--- config.mk ---
export PLATFORM = sky130hd
export DESIGN_NAME = uart_rx_ctrl
export DESIGN_NICKNAME = d
export VERILOG_FILES = /design/src/rtl/uart_pkg.sv /design/src/rtl/uart_sync_fifo.sv /design/src/rtl/uart_rx_ctrl.sv
export SDC_FILE = /design/constraint.sdc
export NUM_CORES = 1
export LEC_CHECK = 0
export CAP_MARGIN = 0
export CORE_MARGIN = 4
export CORE_UTILIZATION = 50
export DETAILED_ROUTE_END_ITERATION = 6
export HOLD_SLACK_MARGIN = 0.1
export PLACE_DENSITY = 0.73
export SYNTH_ARGS = -nofsm -noshare
export SYNTH_HDL_FRONTEND = slang
export SYNTH_SLANG_ARGS = --single-unit
--- constraint.sdc ---
create_clock -name clk -period 4.3 [get_ports clk]
set_input_delay 0.43 -clock clk [delete_from_list [all_inputs] [get_ports clk]]
set_output_delay 0.43 -clock clk [all_outputs]
set_load 0.02 [all_outputs]
--- src/rtl/uart_pkg.sv ---
// uart_pkg: types and helpers shared by the UART receive-side blocks.
//   rx_state_t    one-hot sequencer states for uart_rx_ctrl
//   parity_t      parity mode encoding, common to uart_rx and its controller
//   timeout_ticks frame timeout length in baud ticks
package uart_pkg;

  typedef enum logic [3:0] {
    ST_OFF     = 4'b0001,
    ST_HUNT    = 4'b0010,
    ST_RECV    = 4'b0100,
    ST_RECOVER = 4'b1000
  } rx_state_t;

  typedef enum logic [1:0] {
    PAR_NONE = 2'd0,
    PAR_EVEN = 2'd1,
    PAR_ODD  = 2'd2
  } parity_t;

  function automatic int timeout_ticks(input int bits, input int osr);
    return bits * osr;
  endfunction

endpackage

--- src/rtl/uart_sync_fifo.sv ---
// uart_sync_fifo: small synchronous FIFO with a first-word-fall-through head.
//   push/din   write; ignored when full unless a pop happens in the same cycle
//   pop        read; ignored when empty
//   dout       current head (zero while empty), valid whenever empty==0
//   full/empty occupancy flags, both derived from the registered count
module uart_sync_fifo #(
  parameter int data_wd    = 8,
  parameter int fifo_depth = 4
) (
  input  logic               clk,
  input  logic               rst,
  input  logic               push,
  input  logic [data_wd-1:0] din,
  input  logic               pop,
  output logic [data_wd-1:0] dout,
  output logic               full,
  output logic               empty
);
  localparam int AW = $clog2(fifo_depth);

  logic [data_wd-1:0] mem [fifo_depth];
  logic [AW-1:0]      wr_ptr, rd_ptr;
  logic [AW:0]        cnt;
  logic               do_push, do_pop;

  // a pop frees the slot the same cycle, so a push on full is still taken
  assign do_pop  = pop & ~empty;
  assign do_push = push & (~full | do_pop);

  always_ff @(posedge clk or posedge rst) begin
    if (rst) begin
      wr_ptr <= '0;
      rd_ptr <= '0;
      cnt    <= '0;
    end else begin
      if (do_push) wr_ptr <= wr_ptr + 1'b1;
      if (do_pop)  rd_ptr <= rd_ptr + 1'b1;
      case ({do_push, do_pop})
        2'b10:   cnt <= cnt + 1'b1;
        2'b01:   cnt <= cnt - 1'b1;
        default: ;
      endcase
    end
  end

  always_ff @(posedge clk) begin
    if (do_push) mem[wr_ptr] <= din;
  end

  assign empty = (cnt == '0);
  assign full  = (cnt == (AW+1)'(fifo_depth));
  assign dout  = empty ? '0 : mem[rd_ptr];

endmodule

--- src/rtl/uart_rx_ctrl.sv ---
// uart_rx_ctrl: sequencer between the serial line, uart_rx and the host.
//   clk, rst            system clock, async active-high reset
//   enable              arms the receive path; low forces OFF
//   clr_status          pulse: clears overrun and both error counters
//   tick                baud tick shared with uart_rx
//   rx                  raw serial line (asynchronous)
//   rx_start, rx_clr    pulses to uart_rx: begin a frame / abort a frame
//   rx_done, rx_busy, parity_error_flag, framing_error_flag, rx_dout  from uart_rx
//   rd_data, rd_valid, rd_ready   host side of the receive FIFO
//   overrun             sticky: a frame was dropped on a full FIFO
//   timeout_err         pulse: a frame was aborted by the timeout
//   frame_err_cnt, parity_err_cnt  saturating error counters
module uart_rx_ctrl
  import uart_pkg::*;
#(
  parameter int data_wd           = 8,
  parameter int oversampling_rate = 16,
  parameter int fifo_depth        = 4,
  parameter int cnt_wd            = 8,
  parameter int timeout_bits      = 12
) (
  input  logic               clk,
  input  logic               rst,
  input  logic               enable,
  input  logic               clr_status,
  input  logic               tick,
  input  logic               rx,
  output logic               rx_start,
  output logic               rx_clr,
  input  logic               rx_done,
  input  logic               rx_busy,
  input  logic               parity_error_flag,
  input  logic               framing_error_flag,
  input  logic [data_wd-1:0] rx_dout,
  output logic [data_wd-1:0] rd_data,
  output logic               rd_valid,
  input  logic               rd_ready,
  output logic               overrun,
  output logic               timeout_err,
  output logic [cnt_wd-1:0]  frame_err_cnt,
  output logic [cnt_wd-1:0]  parity_err_cnt
);
  localparam int TO_TICKS = timeout_ticks(timeout_bits, oversampling_rate);
  localparam int TW       = $clog2(TO_TICKS);
  localparam int IW       = $clog2(oversampling_rate + 1);
  localparam logic [TW-1:0]     TO_LAST  = TW'(TO_TICKS - 1);
  localparam logic [IW-1:0]     IDLE_MAX = IW'(oversampling_rate);
  localparam logic [cnt_wd-1:0] CNT_MAX  = '1;

  rx_state_t     state, state_n;
  logic          rx_m, rx_s, rx_s_prev, fall;
  logic          done_d, fe_d, pe_d, done_rise, fe_rise, pe_rise;
  logic [TW-1:0] timer;
  logic [IW-1:0] idle_cnt;
  logic          start_n, clr_n, to_n, push, fe_inc, pe_inc;
  logic          pop, fifo_full, fifo_empty;

  // line idles high, so the synchronizer resets to 1 to avoid a false start edge
  always_ff @(posedge clk or posedge rst) begin
    if (rst) begin
      {rx_m, rx_s, rx_s_prev} <= '1;
      {done_d, fe_d, pe_d}    <= '0;
    end else begin
      rx_m      <= rx;
      rx_s      <= rx_m;
      rx_s_prev <= rx_s;
      done_d    <= rx_done;
      fe_d      <= framing_error_flag;
      pe_d      <= parity_error_flag;
    end
  end

  assign fall      = rx_s_prev & ~rx_s;
  // uart_rx holds its status lines for several cycles; act once per event
  assign done_rise = rx_done & ~done_d;
  assign fe_rise   = framing_error_flag & ~fe_d;
  assign pe_rise   = parity_error_flag & ~pe_d;

  always_comb begin
    state_n = state;
    start_n = 1'b0;
    clr_n   = 1'b0;
    to_n    = 1'b0;
    push    = 1'b0;
    fe_inc  = 1'b0;
    pe_inc  = 1'b0;
    if (!enable) begin
      state_n = ST_OFF;
      clr_n   = (state == ST_RECV);
    end else begin
      case (state)
        ST_OFF:  state_n = ST_HUNT;
        ST_HUNT: if (fall && !rx_busy) begin
          start_n = 1'b1;
          state_n = ST_RECV;
        end
        ST_RECV: begin
          // errors take precedence so a flagged frame is never stored
          if (fe_rise || pe_rise) begin
            fe_inc  = fe_rise;
            pe_inc  = pe_rise;
            state_n = ST_RECOVER;
          end else if (done_rise) begin
            push    = 1'b1;
            state_n = ST_HUNT;
          end else if (tick && timer == TO_LAST) begin
            clr_n   = 1'b1;
            to_n    = 1'b1;
            state_n = ST_RECOVER;
          end
        end
        ST_RECOVER: if (idle_cnt == IDLE_MAX && !rx_busy) state_n = ST_HUNT;
        default: state_n = ST_OFF;
      endcase
    end
  end

  always_ff @(posedge clk or posedge rst) begin
    if (rst) begin
      state       <= ST_OFF;
      rx_start    <= 1'b0;
      rx_clr      <= 1'b0;
      timeout_err <= 1'b0;
      timer       <= '0;
      idle_cnt    <= '0;
    end else begin
      state       <= state_n;
      rx_start    <= start_n;
      rx_clr      <= clr_n;
      timeout_err <= to_n;
      if (start_n)                     timer <= '0;
      else if (state == ST_RECV && tick) timer <= timer + 1'b1;
      // idle run starts from zero on RECOVER entry; any low sample restarts it
      if (state != ST_RECOVER || !rx_s)        idle_cnt <= '0;
      else if (tick && idle_cnt != IDLE_MAX)   idle_cnt <= idle_cnt + 1'b1;
    end
  end

  always_ff @(posedge clk or posedge rst) begin
    if (rst) begin
      frame_err_cnt  <= '0;
      parity_err_cnt <= '0;
      overrun        <= 1'b0;
    end else if (clr_status) begin
      frame_err_cnt  <= '0;
      parity_err_cnt <= '0;
      overrun        <= 1'b0;
    end else begin
      if (fe_inc && frame_err_cnt != CNT_MAX)  frame_err_cnt  <= frame_err_cnt + 1'b1;
      if (pe_inc && parity_err_cnt != CNT_MAX) parity_err_cnt <= parity_err_cnt + 1'b1;
      if (push && fifo_full && !pop)           overrun        <= 1'b1;
    end
  end

  assign pop      = rd_ready & ~fifo_empty;
  assign rd_valid = ~fifo_empty;

  uart_sync_fifo #(.data_wd(data_wd), .fifo_depth(fifo_depth)) u_fifo (
    .clk   (clk),
    .rst   (rst),
    .push  (push),
    .din   (rx_dout),
    .pop   (pop),
    .dout  (rd_data),
    .full  (fifo_full),
    .empty (fifo_empty)
  );

endmodule

==> results.yml <==
grt:
  global_route.overflow_total: 0
  pin_count_of_the_biggest_net_entering_global_routing: 51
  first_global_vias: 2487
  wire_length_of_the_first_global_routing_pass_um: 11600
  antenna_violations_before_repair: 0
  grt_util_all_layers_pct: 16.8
sta:
  max-slew-margin-rel_pct: 33.1
  post_route_worst_setup_slack_ns: 1.54
  time_the_final_worst_path_needs_with_i_o_delays_and_setup_ns: 2.76
  tightestPinTransition_ns: 1.00
  fmax_ghz: 0.362
  setup_viol: 0
  finClkSkew_ns: 0.0109
  slew_viol_final: 0
  setup-tns-final_ns: 0
  report.final.hold_viol_count: 0
  grt_setup_unrepaired: "false"
  layout_worst_path_cycle_share_pct: 64.2
yosys:
  yosys.area_share.xor_xnor_pct: 6.05
  avgSynthCellArea_um2: 12.3
  synth.mux.area_fraction_pct: 5.58
  synth_simple_gate_area_share_pct: 17.5
  synth_top_family_by_area: "simple AND/OR/NAND/NOR gates"
  postSynthCellCount: 307
  post_synth_instance_area_um2: 3760
  postSynth.topFlopCell: "dfrtp_1"
  synth-seq-area-share_pct: 58.9
  fraction_of_the_mapped_netlist_area_in_compound_gates_pct: 6.38
  synth_edf_count: 32
  synth-seq-cells: 82
  synth_async_sr_flop_share_pct: 61.0
  synth_fa_ha_area_share_pct: 3.52
  mappedNetlistNets: 336
  yosys_warnings: 0
  post_synth_num_cell_types: 47
pwr:
  leakage_power_figure_nw: 1.69
  design_power_total_mw: 1.88
  powerDensity_nw_per_um2: 416
  vdd_drop_max_mv: 0.174
die:
  design.core.area_um2: 7290
  floorplan.rows: 31
  die_h_um: 94.8
  die_x_extent_um: 94.8
  die-area_um2: 8980
  effective_utilization_at_floorplan_pct: 51.6
  io_pins: 48
setup_path:
  data_arrival_time_of_the_critical_path_ns: 2.33
  crit_required_ns: 3.87
  worstPathMaxFanout: 10
  cp-end-kind: "primary output"
  r2r_start: "state[3]$_DFFE_PP0P_"
  worstSetupPathType: "flop to primary output"
  worstSetupStartpoint: "u_fifo.rd_ptr[0]$_DFFE_PP0P_"
  setup.worst_path.start_class: "flop"
route:
  antenna_violating_nets_post_route: 0
  drt-total-wl_um: 6850
  route.detailed.drc: 0
  routed_via_density: 5.30
  wire_per_inst_um: 14.8
  drt-pass1-iter-count: 4
  drt_first_iter_violations: 88
  route.vias.total: 2450
finish:
  area_overhead_of_the_layout_relative_to_synthesis_pct: 19.9
  design.final.nets: 387
  insertedDiodeCount: 0
  register_area_um2: 2220
  n_fill_cell: 616
  multi_input_area_um2: 1470
  fraction_of_final_layout_cells_with_drive_strength_greater_than_1_pct: 9.64
  finish.cell_count_without_fillers: 462
hold_path:
  hold_class: "flop to flop"
  timing.hold.worst.start: "rx_m$_DFF_PP1_"
status:
  status: "complete, no violations"
cts:
  cts-buffers-inserted: 9
  cts_tree: "built"
  worst_skew_pair.late_latency_ns: 0.34
  root_buffer: "clkbuf_8"
  cts_setup_buffers: 0
  postCtsHoldBufs: 0
  max-clock-path-buffers: 2
  clock_tree.htree_level_count: 3
  cts_sinks: 82
  clk_pin_slew_worst_paths_ns: 0.08
  post_cts_resized: 0
placement:
  dp.cells: 446
  port_buf_inserts: 47
  dp.final_hpwl_um: 4940
  worst_slack_at_placement_ns: 1.44
  routabilityCongestion: 0.824
flow_run:
  drv_cap: 0
-- registers in the layout, indices dropped and copies added (netlist names), 2 cells and up --
name,count
u_fifo.cnt,3
u_fifo.wr_ptr,2
u_fifo.rd_ptr,2
idle_cnt,5
u_fifo.mem,32
timer,8
parity_err_cnt,8
frame_err_cnt,8
state,4
-- final timing paths --
kind / endpoint / slack [ns] / cells past startpoint
worst min register to register: rx_s$_DFF_PP1_ / 0.36 / 0
worst min-delay path: rx_s$_DFF_PP1_ / 0.36 / 0
min in group asynchronous: parity_err_cnt[3]$_DFFE_PP0P_ / 0.62 / 2
worst max register to register: u_fifo.cnt[1]$_DFFE_PP0P_ / 1.56 / 6
worst max-delay path: rd_data[6] / 1.54 / 3
max in group asynchronous: rx_clr$_DFF_PP0_ / 3.04 / 2
-- kinds of logic after synthesis --
kind of cell,after synthesis
AND/OR/NAND/NOR,122
AO/OA/AOI/OAI,36
adder cells (fa/ha/maj),10
buffers and inverters,20
multiplexers,11
flip-flops,82
XOR/XNOR,26
-- Yosys cell counts (10+ instances only) --
cell type | count | area (um2)
o21ai_0 | 10 | 50.1
dfrtp_1 | 46 | 1150
nor3_1 | 10 | 50.1
a21oi_1 | 12 | 60.1
xnor2_1 | 18 | 158
nand2_1 | 15 | 56.3
inv_1 | 12 | 45.0
edfxtp_1 | 32 | 961
nand4_1 | 10 | 62.6
nor2b_1 | 11 | 68.8
nor2_1 | 35 | 131
nand3_1 | 12 | 60.1
-- stage by stage --
stage / util, % / hold WS (ns) / instance area (um2)
2_1_floorplan: - / 0.345 / 3760
3_3_place_gp: 59.5 / 0.345 / 4340
3_5_place_dp: 59.5 / 0.349 / 4340
4_1_cts: 61.9 / 0.361 / 4520
5_1_grt: 61.9 / 0.369 / 4520
6_report: 61.9 / 0.359 / 4520
-- area by class of cell --
cell class / count / share of cell area, %
clock buffer: 12 / 3.44
clock inverter: 4 / 0.554
inverter: 12 / 0.998
multi-input combinational: 205 / 32.6
sequential: 82 / 49.1
tap: 99 / 2.74
timing repair buffer: 48 / 10.6
-- routing by layer --
| layer | wire, um | vias to the layer above | track usage, % |
|---|---|---|---|
| li1 | - | 1211 | - |
| met1 | 3150 | 1188 | 22.5 |
| met2 | 3330 | 43 | 26.8 |
| met3 | 278 | 8 | 4.54 |
| met4 | 84 | 0 | 5.05 |
| met5 | 0 | - | 0 |
-- report_power, final --
part           total, mW  switching [mW]  internal, mW
Sequential         0.911          0.0651         0.845
Clock              0.502           0.261         0.241
Combinational      0.464           0.212         0.252
-- layout by cell type, fill, tap and decap left out, drive strengths merged, types with 4 or more instances in the layout --
cell type      instances
o21ai                 10
a21oi                 12
inv                   13
nor3                  10
mux4                   8
nand4                 11
xor2                   8
and2                   7
or3                    5
nor2                  35
clkdlybuf4s50         47
ha                     9
dfrtp                 46
edfxtp                32
nand3                 12
nor2b                 11
dfstp                  4
nand2                 15
xnor2                 18
clkbuf                12
-- worst max-delay path, stage by stage, from the launching register on --
cell,delay [ns]
dfrtp_1,0.72
mux4_2,0.59
nor2b_1,0.14
clkdlybuf4s50_1,0.53
Power figures use the tool's default switching activity.
